==> src/rtl/fpu_unpack_pkg.sv <==
// rtl/fpu_unpack_pkg.sv - shared flag indices, opcodes and bundle types for the unpack skid stage
package fpu_unpack_pkg;

    localparam int FL_ZERO = 3;
    localparam int FL_INF  = 2;
    localparam int FL_SNAN = 1;
    localparam int FL_NAN  = 0;

    localparam logic OP_MUL = 1'b0;
    localparam logic OP_DIV = 1'b1;

    localparam int DEF_EXP_W  = 11;
    localparam int DEF_FRAC_W = 53;
    localparam int LZ_W       = 6;
    localparam int FL_W       = 4;

    typedef struct packed {
        logic sr;
        logic spec;
        logic inv;
        logic dbz;
    } cls_t;

    // Bundle layout at the default double-precision widths.
    typedef struct packed {
        logic                  op;
        logic                  sa;
        logic                  sb;
        logic [DEF_EXP_W-1:0]  ea;
        logic [DEF_EXP_W-1:0]  eb;
        logic [LZ_W-1:0]       lza;
        logic [LZ_W-1:0]       lzb;
        logic [DEF_FRAC_W-1:0] fa;
        logic [DEF_FRAC_W-1:0] fb;
        logic [FL_W-1:0]       fla;
        logic [FL_W-1:0]       flb;
        logic [DEF_FRAC_W-1:0] nan;
        cls_t                  cls;
    } unpk_bundle_t;

endpackage

==> src/rtl/unpack_special_cls.sv <==
// rtl/unpack_special_cls.sv - combinational special-case classification of a mul/div operand pair
module unpack_special_cls
    import fpu_unpack_pkg::*;
(
    input  logic            op,
    input  logic            sa,
    input  logic            sb,
    input  logic [FL_W-1:0] fla,
    input  logic [FL_W-1:0] flb,
    output cls_t            cls
);

    logic inv_mul, inv_div, dbz, inv, any_special;

    always_comb begin
        inv_mul = (fla[FL_INF] & flb[FL_ZERO]) | (fla[FL_ZERO] & flb[FL_INF]);
        inv_div = (fla[FL_ZERO] & flb[FL_ZERO]) | (fla[FL_INF] & flb[FL_INF]);
        inv     = fla[FL_SNAN] | flb[FL_SNAN] |
                  ((op == OP_MUL) & inv_mul) | ((op == OP_DIV) & inv_div);
        // Only a finite non-zero dividend divided by zero is a divide-by-zero.
        dbz     = (op == OP_DIV) & flb[FL_ZERO] &
                  ~(fla[FL_ZERO] | fla[FL_INF] | fla[FL_NAN]);
        any_special = fla[FL_ZERO] | fla[FL_INF] | fla[FL_NAN] |
                      flb[FL_ZERO] | flb[FL_INF] | flb[FL_NAN];
        cls.sr   = sa ^ sb;
        cls.inv  = inv;
        cls.dbz  = dbz;
        cls.spec = inv | dbz | any_special;
    end

endmodule

==> src/rtl/unpack_skid_stage.sv <==
// rtl/unpack_skid_stage.sv - two-entry skid register between unpacker and mul/div core; UNPK_STALL_CNT_EN adds stall_cnt
module unpack_skid_stage
    import fpu_unpack_pkg::*;
#(
    parameter int EXP_W  = 11,
    parameter int FRAC_W = 53
) (
    input  logic              clk,
    input  logic              rst_n,
    input  logic              in_valid,
    output logic              in_ready,
    input  logic              op,
    input  logic              in_sa,
    input  logic              in_sb,
    input  logic [EXP_W-1:0]  in_ea,
    input  logic [EXP_W-1:0]  in_eb,
    input  logic [5:0]        in_lza,
    input  logic [5:0]        in_lzb,
    input  logic [FRAC_W-1:0] in_fa,
    input  logic [FRAC_W-1:0] in_fb,
    input  logic [3:0]        in_fla,
    input  logic [3:0]        in_flb,
    input  logic [FRAC_W-1:0] in_nan,
    output logic              out_valid,
    input  logic              out_ready,
    output logic              out_op,
    output logic              out_sa,
    output logic              out_sb,
    output logic [EXP_W-1:0]  out_ea,
    output logic [EXP_W-1:0]  out_eb,
    output logic [5:0]        out_lza,
    output logic [5:0]        out_lzb,
    output logic [FRAC_W-1:0] out_fa,
    output logic [FRAC_W-1:0] out_fb,
    output logic [3:0]        out_fla,
    output logic [3:0]        out_flb,
    output logic [FRAC_W-1:0] out_nan,
    output logic              out_sr,
    output logic              out_spec,
    output logic              out_inv,
    output logic              out_dbz
`ifdef UNPK_STALL_CNT_EN
    ,
    output logic [15:0]       stall_cnt
`endif
);

    typedef struct packed {
        logic              op;
        logic              sa;
        logic              sb;
        logic [EXP_W-1:0]  ea;
        logic [EXP_W-1:0]  eb;
        logic [LZ_W-1:0]   lza;
        logic [LZ_W-1:0]   lzb;
        logic [FRAC_W-1:0] fa;
        logic [FRAC_W-1:0] fb;
        logic [FL_W-1:0]   fla;
        logic [FL_W-1:0]   flb;
        logic [FRAC_W-1:0] nan;
        cls_t              cls;
    } entry_t;

    cls_t   in_cls;
    entry_t in_ent, main_q, skid_q;
    logic   main_v, skid_v, accept, skid_next;

    unpack_special_cls u_cls (
        .op  (op),
        .sa  (in_sa),
        .sb  (in_sb),
        .fla (in_fla),
        .flb (in_flb),
        .cls (in_cls)
    );

    always_comb begin
        in_ent = '{op: op, sa: in_sa, sb: in_sb, ea: in_ea, eb: in_eb,
                   lza: in_lza, lzb: in_lzb, fa: in_fa, fb: in_fb,
                   fla: in_fla, flb: in_flb, nan: in_nan, cls: in_cls};
        accept = in_valid & in_ready;
        // in_ready is the registered inverse of the skid occupancy one cycle ahead.
        skid_next = skid_v ? ~out_ready : (accept & main_v & ~out_ready);
    end

    always_ff @(posedge clk or negedge rst_n) begin
        if (!rst_n) begin
            main_q   <= '0;
            skid_q   <= '0;
            main_v   <= 1'b0;
            skid_v   <= 1'b0;
            in_ready <= 1'b0;
        end else begin
            if (skid_v) begin
                if (out_ready) begin
                    main_q <= skid_q;
                    skid_v <= 1'b0;
                end
            end else if (accept) begin
                if (!main_v || out_ready) begin
                    main_q <= in_ent;
                    main_v <= 1'b1;
                end else begin
                    skid_q <= in_ent;
                    skid_v <= 1'b1;
                end
            end else if (out_ready) begin
                main_v <= 1'b0;
            end
            in_ready <= ~skid_next;
        end
    end

    assign out_valid = main_v;
    assign out_op    = main_q.op;
    assign out_sa    = main_q.sa;
    assign out_sb    = main_q.sb;
    assign out_ea    = main_q.ea;
    assign out_eb    = main_q.eb;
    assign out_lza   = main_q.lza;
    assign out_lzb   = main_q.lzb;
    assign out_fa    = main_q.fa;
    assign out_fb    = main_q.fb;
    assign out_fla   = main_q.fla;
    assign out_flb   = main_q.flb;
    assign out_nan   = main_q.nan;
    assign out_sr    = main_q.cls.sr;
    assign out_spec  = main_q.cls.spec;
    assign out_inv   = main_q.cls.inv;
    assign out_dbz   = main_q.cls.dbz;

`ifdef UNPK_STALL_CNT_EN
    always_ff @(posedge clk or negedge rst_n) begin
        if (!rst_n) begin
            stall_cnt <= '0;
        end else if (main_v && !out_ready && stall_cnt != 16'hFFFF) begin
            stall_cnt <= stall_cnt + 16'd1;
        end
    end
`endif

endmodule
==> config.mk <==
export PLATFORM = sky130hd
export DESIGN_NAME = unpack_skid_stage
export DESIGN_NICKNAME = d
export VERILOG_FILES = /design/src/rtl/fpu_unpack_pkg.sv /design/src/rtl/unpack_special_cls.sv /design/src/rtl/unpack_skid_stage.sv
export SDC_FILE = /design/constraint.sdc
export NUM_CORES = 1
export LEC_CHECK = 0
export CAP_MARGIN = 40
export CORE_MARGIN = 2
export CORE_UTILIZATION = 39
export CTS_CLUSTER_SIZE = 20
export DETAILED_ROUTE_END_ITERATION = 12
export PLACE_DENSITY = 0.74
export SYNTH_ARGS = -nofsm -noshare
export SYNTH_HDL_FRONTEND = slang
export SYNTH_SLANG_ARGS = --single-unit
export TNS_END_PERCENT = 1
==> constraint.sdc <==
create_clock -name clk -period 3.25 [get_ports clk]
set_input_delay 0.975 -clock clk [delete_from_list [all_inputs] [get_ports clk]]
set_output_delay 0.975 -clock clk [all_outputs]
set_load 0.05 [all_outputs]
==> key figures <==
Timing
  – Slew @ Worst Pin: 1.090 ns
  – Fmax: 355.4 MHz
  – Period Utilization, post-route: 0.8658
  – Setup violators final: 0
  – Final setup TNS: 0 ns
  – Slew headroom: 0.2731
  – Endpoints failing hold: 0
  – Fin crit period: around 2.8 ns
  – Skew final: about 0.013 ns
  – RSZ-0062 raised after global routing: no
  – Slew Limit Fails: 0

Detailed routing
  – Vias per std cell: 4.899
  – DRT Pass-1 Iters: 5
  – DR vias: between 10000 and 15000
  – Total wire length: 47280 um
  – Antenna viol nets, final: 0
  – Initial DRC count: 929
  – Routed len/inst: ~17 um
  – DRC viols: 0

Critical path
  – Crit end category: output pin
  – Critical path arrival: approximately 1.8 ns
  – Setup crit start kind: flop
  – Reg2reg start: skid_v
  – FF-to-FF setup slack: 1.36 ns
  – Crit-path leading delay family: buffers and inverters
  – Worst EP required: approximately 2.3 ns
  – CP bufs+invs: 1
  – Worst stage delay on the critical path: about 0.87 ns
  – Worst R2R Path Depth: 3
  – Crit path max fanout: 5
  – Reg-to-Reg End: out_fb[4]
  – Crit-path cells: clkdlybuf4s50_1
  – Slowest CP cell: clkdlybuf4s50_1
  – Crit Path Class: reg -> out

Clocking
  – Post-CTS Resized: 0
  – Clk sinks: 419
  – CTS Hold Bufs: 0
  – Reg clk slew, reported paths: 0.06 ns
  – CTS Buf Count: 46
  – CTS Buffer Depth: 3
  – Number of H-tree levels: 2
  – CTS tree: yes
  – Clock latency on the worst-skew pair: between 0.5 and 0.6 ns
  – Root Driver: clkbuf_16
  – Post-CTS Setup Inserts: 0

Logic synthesis
  – Post-synth EDFFs: 0
  – Leading area contributor after synthesis: dfrtp_1
  – Syn Inst Count: 1800
  – Cell with the most instances after synthesis: nand2_1
  – Syn_nets: 2008
  – Ys Warns: 0
  – Synth Cell Area: 0.01743 mm^2
  – Most frequent cells after synthesis: nand2_1 (824), dfrtp_1 (419), o21ai_0 (215)
  – FFs w/ async S/R, synth: 1.000
  – FF+latch count, synth: 419
  – Syn_area_per_cell: 9.686 um^2
  – Ys flop type: dfrtp_1
  – Top cells by area, synth: dfrtp_1 (60%), nand2_1 (18%), mux2i_1 (12%)
  – Post-synthesis sequential area ratio: 0.6014
  – Synth top area share: 0.6014
  – Library cells used by synthesis: 21

Global route
  – First-pass GRT wire length: 76210 um
  – Initial antenna violation count: 8
  – Vias in the first global route: approximately 14000
  – Largest net degree at the start of global routing: 140
  – Gr usage total: 0.2034
  – Global route total overflow: 0

Placed design
  – IO Port Bufs: 417
  – Inst Count DP: 2726
  – Dpl hpwl: 32200 um
  – RePlAce Congestion: 0.8000
  – Cell Area, Placed: between 0.02 and 0.025 mm^2

Power
  – VDD IR-drop max: 689.8 uV
  – Power Total: 26560 uW
  – LEAKAGE: 0.01099 uW
  – PD cells: 1111 mW/mm^2

Floorplanning
  – Core ar.: between 0.04 and 0.05 mm^2
  – Die height: about 220 um
  – Initial core utilization: 0.3951
  – Die ar.: 0.04641 mm^2
  – Die W: 215.4 um
  – IO Count: 418
  – Row count: 77

Job
  – # Max-Cap Violations: 0

Cells and area
  – Final std cells w/o fill: 2814
  – Fill count: 3877
  – Area grow syn2layout: 37.05%
  – Nets: 2390
  – Share of layout cells above drive strength 1: 0.04876
  – Design area: 0.02389 mm^2

Worst hold path
  – Worst min-delay path class: in -> async

Run status
  – Status: finished clean
==> layout by cell type (no fill, tap or decap), types with 9 or more instances in the layout <==
cell / instances
clkdlybuf4s50_1: 416
clkbuf_1: 11
buf_12: 22
mux2i_1: 206
buf_4: 9
o21ai_0: 215
clkbuf_8: 12
dfrtp_1: 418
clkbuf_16: 49
nand2_1: 824
==> per-stage QoR <==
step / setup WS (ns) / hold slack, ns / utilization
CTS: 0.3892 / 0.3333 / 0.5411
global placement: 0.4799 / 0.4562 / 0.5057
finish: 0.4362 / 0.3479 / 0.5415
detailed placement: 0.4265 / 0.4622 / 0.5057
global route: 0.3799 / 0.3518 / 0.5414
floorplan: 1.180 / 0.4423 / -
==> state kept, by name (all words and copies together) (netlist names), 4 cells and up <==
name / flops
out_lza: 6
out_lzb: 6
out_fa: 53
out_flb: 4
out_fla: 4
out_fb: 53
out_ea: 11
skid_q: 208
out_nan: 53
out_eb: 11
==> worst max path at each step <==
stage / from / endpoint / slack, ns / cells after the start
floorplan: in_valid / out_dbz / 1.18 / 5
global placement: in_valid / skid_q[82] / 0.48 / 7
detailed placement: in_valid / skid_q[85] / 0.43 / 7
CTS: out_valid / out_valid / 0.39 / 1
global route: out_valid / out_valid / 0.38 / 1
finish: out_valid / out_valid / 0.44 / 1
==> power breakdown <==
part           switching, uW  internal (uW)  leakage (uW)
Clock                   2060           3250      0.000766
Sequential              1510           7830       0.00519
Combinational           7920           3980       0.00503
Total                  11500          15100        0.0110
==> layout make-up <==
type	instances	area, um^2	share of cell area
multi-input combinational	1263	6382	0.2671
clock buffer	72	1433	0.05996
antenna	7	17.52	0.0007331
sequential	419	10490	0.4390
inverter	4	15.01	0.0006284
clock inverter	9	130.1	0.005446
tap	592	740.7	0.03100
timing repair buffer	448	4687	0.1962
==> cell families (layout without fill, tap and decap cells) <==
family	after synthesis	in the layout	synth area share
AOI/OAI and AO/OA	220	220	0.06459
xor gates and xnor gates	1	1	0.0005025
buffers and inverters	118	533	0.03251
DFF	419	419	0.6014
muxes	208	208	0.1196
other	0	7	0
and+or+nand+nor	834	834	0.1814
==> layer usage <==
layer  part of all wire  track usage  wire length, um
met1               0.41       0.2504            19350
met2               0.49       0.3417            23330
met3              0.053      0.04116             2496
met4              0.044       0.1016             2091
met5            0.00017            0                8
Power figures use the tool's default switching activity.
